$ cat src/rtl/xip_flash_reader.sv
// Execute-in-place SPI NOR reader: turns 32-bit fetch requests into READ (0x03)
// transactions, keeping chip-select low across sequential fetches.
module xip_flash_reader #(
  parameter int unsigned CLK_DIV     = 2,
  parameter int unsigned CS_HIGH     = 4,
  parameter int unsigned HOLD_CYCLES = 64
) (
  input  logic        clk,
  input  logic        arstn,
  input  logic        req_valid,
  output logic        req_ready,
  input  logic [23:0] req_addr,
  output logic        rsp_valid,
  output logic [31:0] rsp_data,
  output logic        xip_csn,
  output logic        xip_clk,
  output logic        xip_sdo,
  input  logic        xip_sdi
);

  localparam int unsigned DIV_W  = (CLK_DIV > 1) ? $clog2(CLK_DIV) : 1;
  localparam int unsigned CSH_W  = (CS_HIGH > 1) ? $clog2(CS_HIGH) : 1;
  localparam int unsigned HOLD_W = (HOLD_CYCLES > 1) ? $clog2(HOLD_CYCLES) : 1;
  localparam logic [DIV_W-1:0]  DIV_LAST  = DIV_W'(CLK_DIV - 1);
  localparam logic [CSH_W-1:0]  CSH_LOAD  = CSH_W'(CS_HIGH - 1);
  localparam logic [HOLD_W-1:0] HOLD_LOAD = HOLD_W'((HOLD_CYCLES > 0) ? HOLD_CYCLES - 1 : 0);
  localparam logic [7:0]        READ_CMD  = 8'h03;

  typedef enum logic [2:0] {IDLE, CMD, ADDR, DATA, HOLD, DESEL} state_t;

  state_t             state, state_n;
  logic [DIV_W-1:0]   div_cnt, div_n;
  logic [5:0]         bit_cnt, bit_n;
  logic [30:0]        tx, tx_n;
  logic [30:0]        rx, rx_n;
  logic [23:0]        addr, addr_n;
  logic [23:0]        next_addr, next_addr_n;
  logic [CSH_W-1:0]   desel_cnt, desel_n;
  logic [HOLD_W-1:0]  hold_cnt, hold_n;
  logic               pending, pending_n;
  logic               csn_n, sclk_n, sdo_n, rsp_valid_n, req_ready_n;
  logic [31:0]        rsp_data_n;

  logic [23:0]        req_aligned;
  logic [23:0]        start_addr;
  logic [31:0]        cmd_word;
  logic [31:0]        rx_full;
  logic               start_cmd, enter_desel;

  assign req_aligned = req_addr & 24'hFFFFFC;

  always_ff @(posedge clk or negedge arstn) begin
    if (!arstn) begin
      state     <= DESEL;
      div_cnt   <= '0;
      bit_cnt   <= '0;
      tx        <= '0;
      rx        <= '0;
      addr      <= '0;
      next_addr <= '0;
      desel_cnt <= CSH_LOAD;
      hold_cnt  <= '0;
      pending   <= 1'b0;
      xip_csn   <= 1'b1;
      xip_clk   <= 1'b0;
      xip_sdo   <= 1'b0;
      rsp_valid <= 1'b0;
      rsp_data  <= '0;
      req_ready <= 1'b0;
    end else begin
      state     <= state_n;
      div_cnt   <= div_n;
      bit_cnt   <= bit_n;
      tx        <= tx_n;
      rx        <= rx_n;
      addr      <= addr_n;
      next_addr <= next_addr_n;
      desel_cnt <= desel_n;
      hold_cnt  <= hold_n;
      pending   <= pending_n;
      xip_csn   <= csn_n;
      xip_clk   <= sclk_n;
      xip_sdo   <= sdo_n;
      rsp_valid <= rsp_valid_n;
      rsp_data  <= rsp_data_n;
      req_ready <= req_ready_n;
    end
  end

  always_comb begin
    state_n     = state;
    div_n       = div_cnt;
    bit_n       = bit_cnt;
    tx_n        = tx;
    rx_n        = rx;
    addr_n      = addr;
    next_addr_n = next_addr;
    desel_n     = desel_cnt;
    hold_n      = hold_cnt;
    pending_n   = pending;
    csn_n       = xip_csn;
    sclk_n      = xip_clk;
    sdo_n       = xip_sdo;
    rsp_valid_n = 1'b0;
    rsp_data_n  = rsp_data;
    start_cmd   = 1'b0;
    enter_desel = 1'b0;
    start_addr  = addr;
    cmd_word    = '0;
    rx_full     = {rx, xip_sdi};

    case (state)
      IDLE: begin
        if (req_valid) begin
          start_cmd  = 1'b1;
          start_addr = req_aligned;
          addr_n     = req_aligned;
        end
      end
      DESEL: begin
        if (desel_cnt == '0) begin
          if (pending) begin
            start_cmd = 1'b1;
            pending_n = 1'b0;
          end else begin
            state_n = IDLE;
          end
        end else begin
          desel_n = desel_cnt - 1'b1;
        end
      end
      HOLD: begin
        if (req_valid) begin
          // Continuation only for a true successor; a wrap to zero restarts the flash.
          if (req_aligned == next_addr && next_addr != '0) begin
            state_n = DATA;
            bit_n   = 6'd32;
            div_n   = '0;
            sclk_n  = 1'b0;
            addr_n  = next_addr;
          end else begin
            addr_n      = req_aligned;
            pending_n   = 1'b1;
            enter_desel = 1'b1;
          end
        end else if (hold_cnt == '0) begin
          enter_desel = 1'b1;
        end else begin
          hold_n = hold_cnt - 1'b1;
        end
      end
      CMD, ADDR, DATA: begin
        if (div_cnt != DIV_LAST) begin
          div_n = div_cnt + 1'b1;
        end else begin
          div_n = '0;
          if (!xip_clk) begin
            sclk_n = 1'b1;
          end else begin
            sclk_n = 1'b0;
            bit_n  = bit_cnt - 1'b1;
            rx_n   = rx_full[30:0];
            sdo_n  = tx[30];
            tx_n   = {tx[29:0], 1'b0};
            if (bit_cnt == 6'd1) begin
              if (state == CMD) begin
                state_n = ADDR;
                bit_n   = 6'd24;
              end else if (state == ADDR) begin
                state_n = DATA;
                bit_n   = 6'd32;
                sdo_n   = 1'b0;
              end else begin
                rsp_valid_n = 1'b1;
                rsp_data_n  = {rx_full[7:0], rx_full[15:8], rx_full[23:16], rx_full[31:24]};
                next_addr_n = addr + 24'd4;
                if (HOLD_CYCLES == 0) begin
                  enter_desel = 1'b1;
                  pending_n   = 1'b0;
                end else begin
                  state_n = HOLD;
                  hold_n  = HOLD_LOAD;
                end
              end
            end
          end
        end
      end
      default: enter_desel = 1'b1;
    endcase

    if (start_cmd) begin
      cmd_word = {READ_CMD, start_addr};
      state_n  = CMD;
      csn_n    = 1'b0;
      sclk_n   = 1'b0;
      sdo_n    = cmd_word[31];
      tx_n     = cmd_word[30:0];
      bit_n    = 6'd8;
      div_n    = '0;
    end
    if (enter_desel) begin
      state_n = DESEL;
      csn_n   = 1'b1;
      sclk_n  = 1'b0;
      sdo_n   = 1'b0;
      desel_n = CSH_LOAD;
    end

    req_ready_n = (state_n == IDLE) || (state_n == HOLD);
  end

endmodule
$ cat config.mk
export PLATFORM = sky130hd
export DESIGN_NAME = xip_flash_reader
export DESIGN_NICKNAME = d
export VERILOG_FILES = /design/src/rtl/xip_flash_reader.sv
export SDC_FILE = /design/constraint.sdc
export NUM_CORES = 1
export LEC_CHECK = 0
export CORE_UTILIZATION = 52
export DETAILED_ROUTE_END_ITERATION = 16
export MAX_ROUTING_LAYER = met4
export PLACE_DENSITY = 0.76
export SLEW_MARGIN = 0
export SYNTH_ARGS = -nofsm -noshare
export SYNTH_HDL_FRONTEND = slang
export SYNTH_SLANG_ARGS = --single-unit
$ cat constraint.sdc
create_clock -name clk -period 2.3 [get_ports clk]
set_input_delay 0.345 -clock clk [delete_from_list [all_inputs] [get_ports clk]]
set_output_delay 0.345 -clock clk [all_outputs]
set_load 0.01 [all_outputs]
# ---- Yosys cells after proc, flatten, opt, wreduce, memory -nomap -nowiden
# Cells that the tools add are included.
dict set report totals {
  romBits 0
  input_bits 28
  latchBits 0
  mem_bits_rw 0
  reg_bits 166
  out_inout_bits 37
  wordCells 161
  memories 0
}
dict set report classes {
  bitwise 2
  n_shift 0
  magnitude_cmp 0
  addsub 5
  n_eq_ne 26
  n_div 0
  mux 79
  n_reduce_logical 33
  multipliers 0
}
# operator count
set op_table {}
lappend op_table {{31-bit two-way mux} 4}
lappend op_table {{24-bit two-way mux} 4}
lappend op_table {{6-bit two-way mux} 15}
lappend op_table {{24-bit one-hot mux with 2 select lines} 1}
lappend op_table {{1-bit two-way mux} 33}
lappend op_table {{3-bit two-way mux} 11}
lappend op_table {{24-bit by 3-bit adder with 24-bit output (second input constant)} 1}
lappend op_table {{24-bit equality test} 1}
lappend op_table {{6-bit one-hot mux with 2 select lines} 2}
lappend op_table {{24-bit nonzero test} 1}
lappend op_table {{2-bit != test (second input constant)} 11}
lappend op_table {{2-bit nonzero test} 8}
lappend op_table {{3-bit != test (second input constant)} 4}
lappend op_table {{4-bit != test (second input constant)} 3}
lappend op_table {{3-bit AND reduction} 4}
lappend op_table {{3-bit nonzero test} 4}
lappend op_table {{6-bit by 1-bit subtractor with 6-bit output (second input constant)} 2}
lappend op_table {{1-bit one-hot mux with 2 select lines} 5}
lappend op_table {{3-bit equality test (second input constant)} 3}
lappend op_table {{3-bit one-hot mux with 3 select lines} 1}
lappend op_table {{4-bit AND reduction} 2}
lappend op_table {{8-bit AND reduction} 1}
lappend op_table {{3-bit by 2-bit equality test with 1-bit output (second input constant)} 2}
lappend op_table {{6-bit by 1-bit equality test with 1-bit output (second input constant)} 1}
lappend op_table {{other kinds (16)} 21}

# ---- Logic depth before layout (Yosys ltp)
dict set report depth {
  word_depth 11
  ltp_mapped 10
  mapped_depth_nobuf 8
}

# ---- Least setup slack after synthesis
# No wires, ideal clock.
dict set report synth_timing {
  kind {register -> register}
  from {reg desel_cnt[0]}
  to {reg bit_cnt[3]}
  arrival_time_ns 2.051
  setup_time_ns 0.125
  required_ns 2.175
  n_path_buf 1
  synth_period_minus_slack_ns 2.176
  path_stages_with_launch 10
  slack_ns 0.124
  cell_sequence {dfstp_2 -> inv_1 -> ha_1 -> nand2_1 -> nor2_1 -> or2_1 -> buf_2 -> nor2_1 -> a21boi_2 -> mux2_2}
}
dict set report synth_between {
  elab_chain_len 5
  elab_cells_between_ends 10
  cone_classes {eq/ne: 4; mux: 3; reduce/logical: 3}
}
# element line
set synth_lines {}
lappend synth_lines {{start: declaration} 38} ;# logic [CSH_W-1:0] desel_cnt, desel_n;
lappend synth_lines {{start signal: assignment} 78} ;# desel_cnt <= desel_n;
lappend synth_lines {{2-bit zero test (*)} 121} ;# if (desel_cnt == '0) begin
lappend synth_lines {{1-bit two-way mux (*)} 121}
lappend synth_lines {{1-bit one-hot mux with 2 select lines (*)} 112} ;# case (state)
lappend synth_lines {{3-bit != test (no source line) or 3-bit nonzero test (tied branches)} --}
lappend synth_lines {{5-bit AND reduction (no source line)} --}
lappend synth_lines {{end signal: assignment} 73} ;# bit_cnt <= bit_n;
lappend synth_lines {{end: declaration} 33} ;# logic [5:0] bit_cnt, bit_n;
# Mark *: on every way between the ends. The rest lies on a longest branch, timed or not.
# A chain may end at the register's enable or synchronous reset.

# ---- Worst setup path in the final report
dict set report layout_timing {
  from {reg bit_cnt[3]}
  to {reg req_ready}
}
dict set report layout_between {
  elab_chain_len 9
  elab_cells_between_ends 10
  cone_classes {eq/ne: 2; mux: 6; reduce/logical: 2}
}
# element line
set layout_lines {}
lappend layout_lines {{6-bit by 1-bit equality test with 1-bit output (*)} 165} ;# if (bit_cnt == 6'd1) begin
lappend layout_lines {{3-bit two-way mux (*)} 165}
lappend layout_lines {{3-bit two-way mux (*)} 157} ;# if (!xip_clk) begin
lappend layout_lines {{3-bit two-way mux (*)} 153} ;# if (div_cnt != DIV_LAST) begin
lappend layout_lines {{3-bit one-hot mux with 3 select lines (*)} 112}
lappend layout_lines {{3-bit two-way mux (*)} 192} ;# if (start_cmd) begin
lappend layout_lines {{3-bit two-way mux (*)} 202} ;# if (enter_desel) begin
lappend layout_lines {{3-bit equality test or 3-bit zero test (tied branches)} 210} ;# req_ready_n = (state_n == IDLE) || (state_n == HOLD);
lappend layout_lines {{1-bit logical OR (*)} 210}
lappend layout_lines {{via req_ready_n} 41} ;# logic csn_n, sclk_n, sdo_n, rsp_valid_n, req_ready_n;
lappend layout_lines {{end signal: assignment} 86} ;# req_ready <= req_ready_n;
lappend layout_lines {{end: declaration} 11} ;# output logic req_ready,
# Mark *: on every way through the listed nets, which the timed path passes. The rest lies on a longest branch.

==> metrics.md <==
| Metric | Value |
|---|---|
| Status | finished clean |
| Clock share of power | 48.4% |
| Post-DR wirelength/cell | 16.09 microns |
| Vias in the first global route | 5932 |
| Commonest non-fill, non-tap cells in the layout | nand2_1, dfrtp_1, clkdlybuf4s50_1 |
| Crit Path Max Fanout | 7 |
| Crit path DAT | 2570 ps |
| Final setup viols | 0 |
| Power density cells | 638.5 nW/um^2 |
| Final WL | roughly 18 mm |
| Period utilization | between 90 and 100% |
| Final Util | around two thirds |
| CP bufs+invs | 0 |
| Cell Area, Synth | ~7700 sq um |
| Sw frac | 21.82% |
| Internal power | 4.732 mW |
| Htree depth | 4 |
| Routed wl met3 | around 880 microns |
| Min-Delay Path Class | flop to flop |
| Largest stage delay, worst path | approximately 520 ps |
| DRT iter0 DRCs | between 400 and 500 |
| Total GRT Usage | around a quarter |
| Startpoint Class | flop |
| # clock sinks | around 170 |
| Mapped Cells | just over 800 |
| Yosys top cell area share | a little over half |
| Final min period | 2254 ps |
| CTS tree | done |
| Chip Height | 123.7 microns |
| P_sw | between 1 and 1.5 mW |
| DP Area | between 8000 and 9000 sq um |
| Diode count | 0 |
| Post-synthesis sequential area ratio | between 50% and 60% |
| Synthesized flop and latch total | 166 |
| Clock root cell | clkbuf_16 |
| CTS buffer count | 17 |
| LEAKAGE | roughly 4.5 nW |
| Area Growth Syn to Fin | 23.11% |
| Initial core utilization | between 50 and 60% |
| IO Pins | 65 |
| Delay-heaviest family, CP | simple AND/OR/NAND/NOR gates |
| Total congestion overflow | 0 |
| Fmax | between 400 and 500 MHz |
| Comb pwr share | under 10% |
| Layout Skew | between 8 and 9 ps |
| Pre-Repair DR Iteration Count | 6 |
| Distinct cells, synth | 53 |
| Final Hold Fails | 0 |
| Top Metal Used | met4 |
| Placeable core region | about 14000 sq um |
| Critical path type | flop to flop |
| Port Buf Inserts | 62 |
| Max Root-Sink Buffers | 2 |
| First-pass GRT wire length | around 30 mm |
| Post-Layout Inst Area | 9478 sq um |
| Top FF cell, synth | dfrtp_1 |
| Met2 wire length | about 8.6 mm |
| Die Area | between 15000 and 20000 sq um |
| Leading cell type in the layout, fill and taps excluded | nand2_1 |
| Pin count of the biggest net entering global routing | a little under 70 |
| CP endpoint kind | flop |
| Final max-slew violation count | 0 |
| Post-route DRC | 0 |
| Post-synth EDFFs | 0 |
| Slowest stage cell, crit path | or3_1 |
| Met1 WL | 8.131 mm |
| Post-synth ARST share | 100.0% |
| Synth warn | 0 |
| Yosys top cell by area | dfrtp_1 |
| Synthesized area per cell | approximately 9.3 sq um |
| Global placement routability congestion | between 0.8 and 0.9 |
| Peak VDD IR | 0.6260 mV |
| Hold Slack | between 400 and 500 ps |
| Worst Path Required | ~2600 ps |
| Nets | between 900 and 1000 |
| Via density | approximately 5.6 |
| Clock Latency Late Sink | about 420 ps |
| Slew margin rel. | a little over three fifths |
| Post-Synthesis Net Count | ~860 |
| Leading post-synthesis cells by cell area | dfrtp_1, nand2_1, mux2_2 |
| # rows | 44 |
| Power, Total | between 6 and 7 mW |
| RSZ-0062 raised after global routing | true |
| Layout cell share with drive strength beyond 1 | 13.68% |
| CTS clk-pin slew, worst paths | approximately 70 ps |
| Seq pwr share | between 40% and 50% |
| Post-DP HPWL | 11.57 mm |
| Initial antenna violation count | 0 |
| Worst path cell trace | or3_1, nor3_2, or2_2, a21oi_1, o21bai_1, nor4b_2 |
| Die X | 123.7 microns |
| Max Cap Viol | 0 |
| Vias | ~6000 |
| Worst-margin pin slew | between 500 and 600 ps |
| DRT antenna net count | 0 |
cell usage after synthesis (all sizes together), types with 2 or more instances:
cell type	n
a211oi	3
a21o	2
a21oi	33
a222oi	9
a22o	2
a31oi	3
and2	2
and3	10
and4	2
buf	21
clkbuf	21
dfrtp	161
dfstp	5
ha	6
inv	13
mux2	26
mux2i	15
nand2	288
nand2b	5
nand3	17
nand3b	2
nand4	11
nor2	35
nor2b	3
nor3	13
nor4	7
o21ai	43
or2	2
or4	2
xnor2	26
xor2	21
power by group through the flow:
stage	combinational (mW)	sequential, mW	clock, mW
floorplan	0.0267	2.99	0
global placement	0.181	2.99	0
detailed placement	0.183	2.99	0
CTS	0.185	2.94	2.96
global route	0.204	2.94	3.10
finish	0.183	2.94	2.93
registers in the layout, indices dropped and copies added, names as in the netlist:
| signal | flops |
|---|---|
| next_addr | 24 |
| tx | 31 |
| xip_csn | 1 |
| rsp_valid | 1 |
| hold_cnt | 6 |
| div_cnt | 1 |
| desel_cnt | 2 |
| req_ready | 1 |
| pending | 1 |
| bit_cnt | 6 |
| xip_clk | 1 |
| state | 3 |
| xip_sdo | 1 |
| rsp_data | 32 |
| rx | 31 |
| addr | 24 |
final cells by class:
type	instances	area [sq um]
clock buffer	18	429.2
multi-input combinational	604	3379
timing repair buffer	106	1055
sequential	166	4160
clock inverter	14	175.2
tap	184	230.2
inverter	13	48.80
fill	1122	5001
logic make-up after synthesis:
family,count (synthesis),share of synthesized area (%)
muxes,41,5.753
and+or+nand+nor,403,22.28
DFF,166,54.04
buffers and inverters,55,3.055
adders and majority gates,6,0.9751
AOI/OAI and AO/OA,107,8.549
xor gates and xnor gates,47,5.347
final timing paths:
path | from | endpoint | slack (ps) | cells after the start
setup / recovery | bit_cnt[3] | req_ready | 50 | 6
hold / removal | rsp_data[11] | rsp_data[11] | 460 | 2
setup reg to reg | bit_cnt[3] | req_ready | 50 | 6
hold reg to reg | rsp_data[11] | rsp_data[11] | 460 | 2
max in group asynchronous | arstn | desel_cnt[1] | 1170 | 3
min in group asynchronous | arstn | next_addr[10] | 470 | 2
stage by stage:
stage,TNS [ps],instances,worst slack (ps)
5_1_grt,-45.88,1105,-13.96
3_3_place_gp,-4272,1071,-357.6
2_1_floorplan,0,825,123.9
4_1_cts,0,1104,31.37
3_5_place_dp,-4243,1071,-387.4
6_report,0,1105,46.20
worst min-delay path, cell delays in order, from the launching register on:
cell	delay, ps
dfrtp_1	340
nand2_1	50
nand2_1	50
metal layers:
metal	track usage, %	up-vias
met4	5.723	0
li1	-	2923
met2	39.13	160
met3	5.952	14
met5	-	-
met1	34.77	3038
what timing repair did:
action                                 in CTS  in global routing
hold buffers                                1                  0
setup buffers                               0                  1
endpoints found under the hold margin      53                  0
setup endpoints to repair                   0                 16
resized for setup                           0                 11
Note: power is estimated with default switching activity, not from simulation.
